<file path="src/rtl/icosoc_mod_keyscan.sv">
// icosoc_mod_keyscan: 4x4 keypad matrix scanner with per-key debounce and an
// event FIFO behind a simple register bus.
//   clk, resetn        : clock, synchronous active-low reset
//   ctrl_wr/rd/addr    : bus request (byte strobes, read, address[3:2] decoded)
//   ctrl_wdat          : write data (CTRL: bit0 clear overflow, bit1 flush FIFO)
//   ctrl_rdat/done     : registered read data and one-cycle completion pulse
//   col_n              : active-low one-hot column drive
//   row_n              : active-low row sense (asynchronous)
module icosoc_mod_keyscan #(
    parameter int unsigned CLOCK_FREQ_HZ  = 20000000,
    parameter int unsigned SCAN_HZ        = 1000,
    parameter int unsigned DEBOUNCE_SCANS = 4
) (
    input  logic        clk,
    input  logic        resetn,
    input  logic [3:0]  ctrl_wr,
    input  logic        ctrl_rd,
    input  logic [15:0] ctrl_addr,
    input  logic [31:0] ctrl_wdat,
    output logic [31:0] ctrl_rdat,
    output logic        ctrl_done,
    output logic [3:0]  col_n,
    input  logic [3:0]  row_n
);

    localparam int unsigned COL_PERIOD  = CLOCK_FREQ_HZ / (4 * SCAN_HZ);
    localparam int unsigned SETTLE_CLKS = COL_PERIOD - 5;
    localparam int unsigned SCW         = (SETTLE_CLKS > 1) ? $clog2(SETTLE_CLKS) : 1;
    localparam int unsigned FIFO_DEPTH  = 8;

    // Elaboration-time parameter range checks
    if (COL_PERIOD < 8) begin : g_bad_period
        $error("icosoc_mod_keyscan: column period must be at least 8 clocks");
    end
    if (DEBOUNCE_SCANS < 1 || DEBOUNCE_SCANS > 15) begin : g_bad_debounce
        $error("icosoc_mod_keyscan: DEBOUNCE_SCANS must be 1..15");
    end

    typedef enum logic [2:0] {
        ST_SETTLE, ST_SAMPLE, ST_PROC0, ST_PROC1, ST_PROC2, ST_PROC3
    } state_e;

    state_e           state_q;
    logic [SCW-1:0]   settle_cnt_q;
    logic [1:0]       col_q;
    logic [3:0]       col_n_q;
    logic [3:0]       sample_q;
    logic [3:0]       row_meta_q;
    logic [3:0]       row_sync_q;
    logic [15:0]      deb_state_q;
    logic [3:0]       deb_cnt_q [16];

    logic [4:0]       fifo_mem_q [FIFO_DEPTH];
    logic [2:0]       wr_ptr_q;
    logic [2:0]       rd_ptr_q;
    logic [3:0]       fifo_count_q;
    logic             ovf_q;
    logic             ctrl_done_q;
    logic [31:0]      ctrl_rdat_q;

    logic             unused_bits;
    assign unused_bits = ^{ctrl_addr[15:4], ctrl_addr[1:0], ctrl_wdat[31:2]};

    assign col_n     = col_n_q;
    assign ctrl_done = ctrl_done_q;
    assign ctrl_rdat = ctrl_rdat_q;

    // Two-flop synchronizer for the asynchronous row inputs
    always_ff @(posedge clk) begin : p_row_sync
        if (!resetn) begin
            row_meta_q <= 4'hF;
            row_sync_q <= 4'hF;
        end else begin
            row_meta_q <= row_n;
            row_sync_q <= row_meta_q;
        end
    end

    // Key currently being processed and its debounce decision
    logic        in_proc_c;
    logic [1:0]  proc_row_c;
    logic [3:0]  key_idx_c;
    logic [3:0]  key_cnt_inc_c;
    logic        key_diff_c;
    logic        push_c;
    logic [4:0]  push_data_c;

    always_comb begin
        in_proc_c  = 1'b0;
        proc_row_c = 2'd0;
        case (state_q)
            ST_PROC0: begin in_proc_c = 1'b1; proc_row_c = 2'd0; end
            ST_PROC1: begin in_proc_c = 1'b1; proc_row_c = 2'd1; end
            ST_PROC2: begin in_proc_c = 1'b1; proc_row_c = 2'd2; end
            ST_PROC3: begin in_proc_c = 1'b1; proc_row_c = 2'd3; end
            default:  ;
        endcase
        key_idx_c     = {proc_row_c, col_q};
        key_cnt_inc_c = deb_cnt_q[key_idx_c] + 4'd1;
        key_diff_c    = sample_q[proc_row_c] != deb_state_q[key_idx_c];
        push_c        = in_proc_c && key_diff_c && (key_cnt_inc_c == 4'(DEBOUNCE_SCANS));
        push_data_c   = {~deb_state_q[key_idx_c], key_idx_c};
    end

    // Column scan sequencer and per-key debounce state
    always_ff @(posedge clk) begin : p_scan
        if (!resetn) begin
            state_q      <= ST_SETTLE;
            settle_cnt_q <= '0;
            col_q        <= 2'd0;
            col_n_q      <= 4'b1110;
            sample_q     <= 4'd0;
            deb_state_q  <= 16'd0;
            for (int i = 0; i < 16; i++) deb_cnt_q[i] <= 4'd0;
        end else begin
            case (state_q)
                ST_SETTLE: begin
                    if (settle_cnt_q == SCW'(SETTLE_CLKS - 1)) begin
                        settle_cnt_q <= '0;
                        state_q      <= ST_SAMPLE;
                    end else begin
                        settle_cnt_q <= settle_cnt_q + SCW'(1);
                    end
                end
                ST_SAMPLE: begin
                    sample_q <= ~row_sync_q;
                    state_q  <= ST_PROC0;
                end
                ST_PROC0: state_q <= ST_PROC1;
                ST_PROC1: state_q <= ST_PROC2;
                ST_PROC2: state_q <= ST_PROC3;
                ST_PROC3: begin
                    state_q <= ST_SETTLE;
                    col_q   <= col_q + 2'd1;
                    col_n_q <= ~(4'b0001 << (col_q + 2'd1));
                end
                default:  state_q <= ST_SETTLE;
            endcase
            if (in_proc_c) begin
                if (!key_diff_c) begin
                    deb_cnt_q[key_idx_c] <= 4'd0;
                end else if (push_c) begin
                    deb_state_q[key_idx_c] <= ~deb_state_q[key_idx_c];
                    deb_cnt_q[key_idx_c]   <= 4'd0;
                end else begin
                    deb_cnt_q[key_idx_c] <= key_cnt_inc_c;
                end
            end
        end
    end

    // Bus request decode; a request is ignored while the previous completes
    logic        req_c;
    logic        is_wr_c;
    logic        is_rd_c;
    logic [1:0]  sel_c;
    logic        evt_valid_c;
    logic        pop_c;
    logic        flush_c;
    logic        ovf_clr_c;
    logic        push_ok_c;
    logic        ovf_set_c;
    logic [31:0] rdat_c;

    always_comb begin
        req_c       = (|ctrl_wr || ctrl_rd) && !ctrl_done_q;
        is_wr_c     = req_c && |ctrl_wr;
        is_rd_c     = req_c && !(|ctrl_wr) && ctrl_rd;
        sel_c       = ctrl_addr[3:2];
        evt_valid_c = fifo_count_q != 4'd0;
        pop_c       = is_rd_c && sel_c == 2'd0 && evt_valid_c;
        flush_c     = is_wr_c && sel_c == 2'd1 && ctrl_wdat[1];
        ovf_clr_c   = is_wr_c && sel_c == 2'd1 && ctrl_wdat[0];
        // A pop in the same cycle frees the slot for a push into a full FIFO
        push_ok_c   = push_c && (fifo_count_q != 4'(FIFO_DEPTH) || pop_c);
        ovf_set_c   = push_c && !push_ok_c && !flush_c;
        rdat_c      = 32'd0;
        if (is_rd_c) begin
            case (sel_c)
                2'd0: rdat_c = {evt_valid_c, ovf_q, 10'd0, fifo_count_q, 11'd0,
                                evt_valid_c ? fifo_mem_q[rd_ptr_q] : 5'd0};
                2'd1: rdat_c = {16'd0, deb_state_q};
                default: rdat_c = 32'd0;
            endcase
        end
    end

    // Event FIFO storage (contents are qualified by the count)
    always_ff @(posedge clk) begin : p_fifo_mem
        if (push_ok_c) fifo_mem_q[wr_ptr_q] <= push_data_c;
    end

    // FIFO pointers, overflow flag and bus response
    always_ff @(posedge clk) begin : p_bus
        if (!resetn) begin
            wr_ptr_q     <= 3'd0;
            rd_ptr_q     <= 3'd0;
            fifo_count_q <= 4'd0;
            ovf_q        <= 1'b0;
            ctrl_done_q  <= 1'b0;
            ctrl_rdat_q  <= 32'd0;
        end else begin
            ctrl_done_q <= req_c;
            ctrl_rdat_q <= rdat_c;
            if (flush_c) begin
                wr_ptr_q     <= 3'd0;
                rd_ptr_q     <= 3'd0;
                fifo_count_q <= 4'd0;
            end else begin
                if (push_ok_c) wr_ptr_q <= wr_ptr_q + 3'd1;
                if (pop_c)     rd_ptr_q <= rd_ptr_q + 3'd1;
                fifo_count_q <= fifo_count_q + 4'(push_ok_c) - 4'(pop_c);
            end
            if (ovf_set_c)      ovf_q <= 1'b1;
            else if (ovf_clr_c) ovf_q <= 1'b0;
        end
    end

endmodule
</file>
<file path="config.mk">
export PLATFORM = sky130hd
export DESIGN_NAME = icosoc_mod_keyscan
export DESIGN_NICKNAME = d
export VERILOG_FILES = /design/src/rtl/icosoc_mod_keyscan.sv
export SDC_FILE = /design/constraint.sdc
export NUM_CORES = 1
export LEC_CHECK = 0
export ABC_AREA = 1
export CAP_MARGIN = 20
export CELL_PAD_IN_SITES_DETAIL_PLACEMENT = 1
export CELL_PAD_IN_SITES_GLOBAL_PLACEMENT = 2
export CORE_ASPECT_RATIO = 1.2
export CORE_MARGIN = 3
export CORE_UTILIZATION = 35
export DETAILED_ROUTE_END_ITERATION = 6
export DONT_BUFFER_PORTS = 1
export MAX_ROUTING_LAYER = met4
export PLACE_DENSITY = 0.77
export SETUP_SLACK_MARGIN = 0.5
export SLEW_MARGIN = 20
export SYNTH_ARGS = -nofsm -noshare
export SYNTH_HDL_FRONTEND = slang
export SYNTH_SLANG_ARGS = --single-unit
</file>
<file path="constraint.sdc">
create_clock -name clk -period 3.2 [get_ports clk]
set_clock_uncertainty 0.2 [all_clocks]
set_input_delay 0.64 -clock clk [delete_from_list [all_inputs] [get_ports clk]]
set_output_delay 0.64 -clock clk [all_outputs]
set_load 0.005 [all_outputs]
</file>
==> metrics.txt <==
clock buffer depth=2; Critical Path End Type=register; num rows=62; min Tclk post-route=3.11 ns; Die W=150 um; RSZ-0062 raised after global routing=true; Tot Pwr=5.09 mW; max-slew violation count=0; Hold Path Class=input pin to register; Core Util, Final=45.5%; clock root buffer=clkbuf_16; Post-synth ARST share=0%; Leak Pwr=4.12 nW; Avg Cell Area, Syn=8.75 um2; clk_lat worst skew=0.45 ns; Detailed Place HPWL=16900 um; starting DRC count in detailed routing=317; share of cells above drive strength 1=23.6%; Final Hold Vio Count=0; CP required=3.32 ns; peak supply drop=0.000294 V; area grow syn2layout=26.2%; placed inst area=9370 um2; count leader, synth=nand2_1; grt ovf=0; PortBufs=0; post-synth cell types=39; leading area contributor after synthesis=edfxtp_1; top_reg_cell synth=edfxtp_1; Worst-Margin Slew=0.738 ns; vias in the first global route=7263; Num CTS Buffers=17; Place WS=-0.0361 ns; Worst Path Max Fanout=7; EDFF count, synth=104; full die area=26900 um2; setup_tns=0 ns; average wire per standard cell=18.4 um; core area=24200 um2; final setup fails=0; WP data arrival=3.24 ns; initial antenna violation count=0; # DRC=0; CTS tree=done; pwr/cell area=462 nW/um2; worst setup path category=register to register; largest net degree at the start of global routing=46; Yosys warning count=0; via count=6862; CP startpoint kind=register; Fill cells=2761; Max Fclk=321 MHz; Max-slew headroom=50.7%; Total GRT Usage=20.2%; global placement routability congestion=0.815; mapped cell area=8730 um2; Die Y=179 um; Initial Util=36.1%; post-synthesis sequential area ratio=55.7%; Clock Sinks=191; Routed WL=25600 um; max capacitance violation total=0; Mapped Cells=997; post-synth top area share=35.8%; H-Tree Depth=4; Synth Register Bits=191; final instance area=11000 um2; # IOs=96; largest cells by area after synthesis=edfxtp_1, dfxtp_1, nand2_1; final-stage net count=1134; fin crit share=97.3%; post-DR vias/cell=4.94; PnR worst setup slack=0.0875 ns; synth cell count leaders=nand2_1, nor2_1, edfxtp_1; hold_buf cts=0; Final ANT Viol Nets=0; Ant. Diodes=0; global-route wire length before repair=39700 um; Clock transition at path regs=0.07 ns; status=completed; DR pass1 iterations=4
## logic make-up (layout without fill, tap and decap cells)
group / Yosys count / in the layout / share of synthesized area (%)
other: 1 / 10 / 0.0430
multiplexers: 10 / 10 / 1.15
AO/OA/AOI/OAI: 103 / 103 / 6.54
adder cells (fa/ha/maj): 18 / 18 / 2.67
flip-flops: 191 / 191 / 55.7
buffers and inverters: 149 / 213 / 7.54
XOR/XNOR: 4 / 4 / 0.401
AND/OR/NAND/NOR: 521 / 521 / 25.9
## routing by layer
metal	routed length, um	vias to the layer above	global-route usage [%]	share of wire [%]
met2	14000	88	37.4	55
met5	0	-	-	0
met4	648	0	6.41	2.5
met3	620	41	3.29	2.4
li1	-	3374	-	-
met1	10300	3359	22.0	40
## worst paths after layout
path                                     from              end  slack, ns  cells after the start
worst max register to register       col_q[0]  fifo_count_q[1]       0.09                     20
worst min-delay path                 row_n[3]    row_meta_q[3]       0.10                      1
worst min register to register  row_sync_q[2]      sample_q[2]       0.20                      1
worst max-delay path                 col_q[0]  fifo_count_q[1]       0.09                     20
## stage by stage
step | cells | hold slack (ns)
after floorplan | 1006 | 0.183
after global placement | 1327 | 0.187
after detailed placement | 1327 | 0.193
after CTS | 1384 | 0.0787
after global routing | 1390 | 0.0946
final | 1390 | 0.101
## flip-flops by register name, summed over array words and instances, names as in the netlist, 13 cells and up, named ones only
name	count
ctrl_rdat	22
deb_cnt_q	64
deb_state_q	16
fifo_mem_q	40
settle_cnt_q	13
## placed cells by master, fill, tap and decap left out, drive strengths merged, types with 2 or more instances in the layout
cell      synthesis  layout
nand2           239     239
nor2            166     166
edfxtp          104     104
inv              97     103
dfxtp            87      87
buf              31      75
nand3            66      66
a21oi            43      43
o21ai            39      39
clkbuf           18      24
nor3             18      18
nand4            17      17
ha               17      17
o211ai           12      12
or2              11      11
mux2i            10      10
conb              1      10
clkinv            3       7
xor2              4       4
a221oi            3       3
and3              2       2
a211oi            2       2
o21a              2       2
clkinvlp          0       2
## critical path, stage by stage (launching register included)
cell	delay (ns)
dfxtp_4	0.40
buf_12	0.17
inv_16	0.08
buf_4	0.15
nand2_1	0.06
nand3_1	0.10
nand2_1	0.11
nand2_1	0.07
nand2_1	0.07
clkinv_1	0.06
nand2_2	0.09
nor2_2	0.12
nand3_2	0.12
nand2_4	0.13
nand3_4	0.09
ha_4	0.22
inv_2	0.06
ha_4	0.12
inv_2	0.03
fa_2	0.51
nor2_1	0.04
## what timing repair did
item	in CTS	in global routing
cloned	11	1
pin swaps	31	21
resized for setup	79	76
setup buffers	14	5
setup endpoints to repair	109	120
endpoints found under the hold margin	0	0
## power breakdown
part           internal [mW]  switching (mW)
registers               2.63          0.0333
logic                 0.0924           0.193
clock network           1.19           0.954
total                   3.91            1.18
## cell type report
| class | count | area [um2] | share of cell area (%) |
|---|---|---|---|
| clock buffer | 21 | 493 | 4.47 |
| clock inverter | 11 | 101 | 0.920 |
| inverter | 100 | 399 | 3.62 |
| multi-input combinational | 666 | 3760 | 34.1 |
| sequential | 191 | 4870 | 44.2 |
| tap | 320 | 400 | 3.63 |
| timing repair buffer | 79 | 981 | 8.90 |
| timing repair inverter | 2 | 17.5 | 0.159 |
Power figures use the tool's default switching activity.
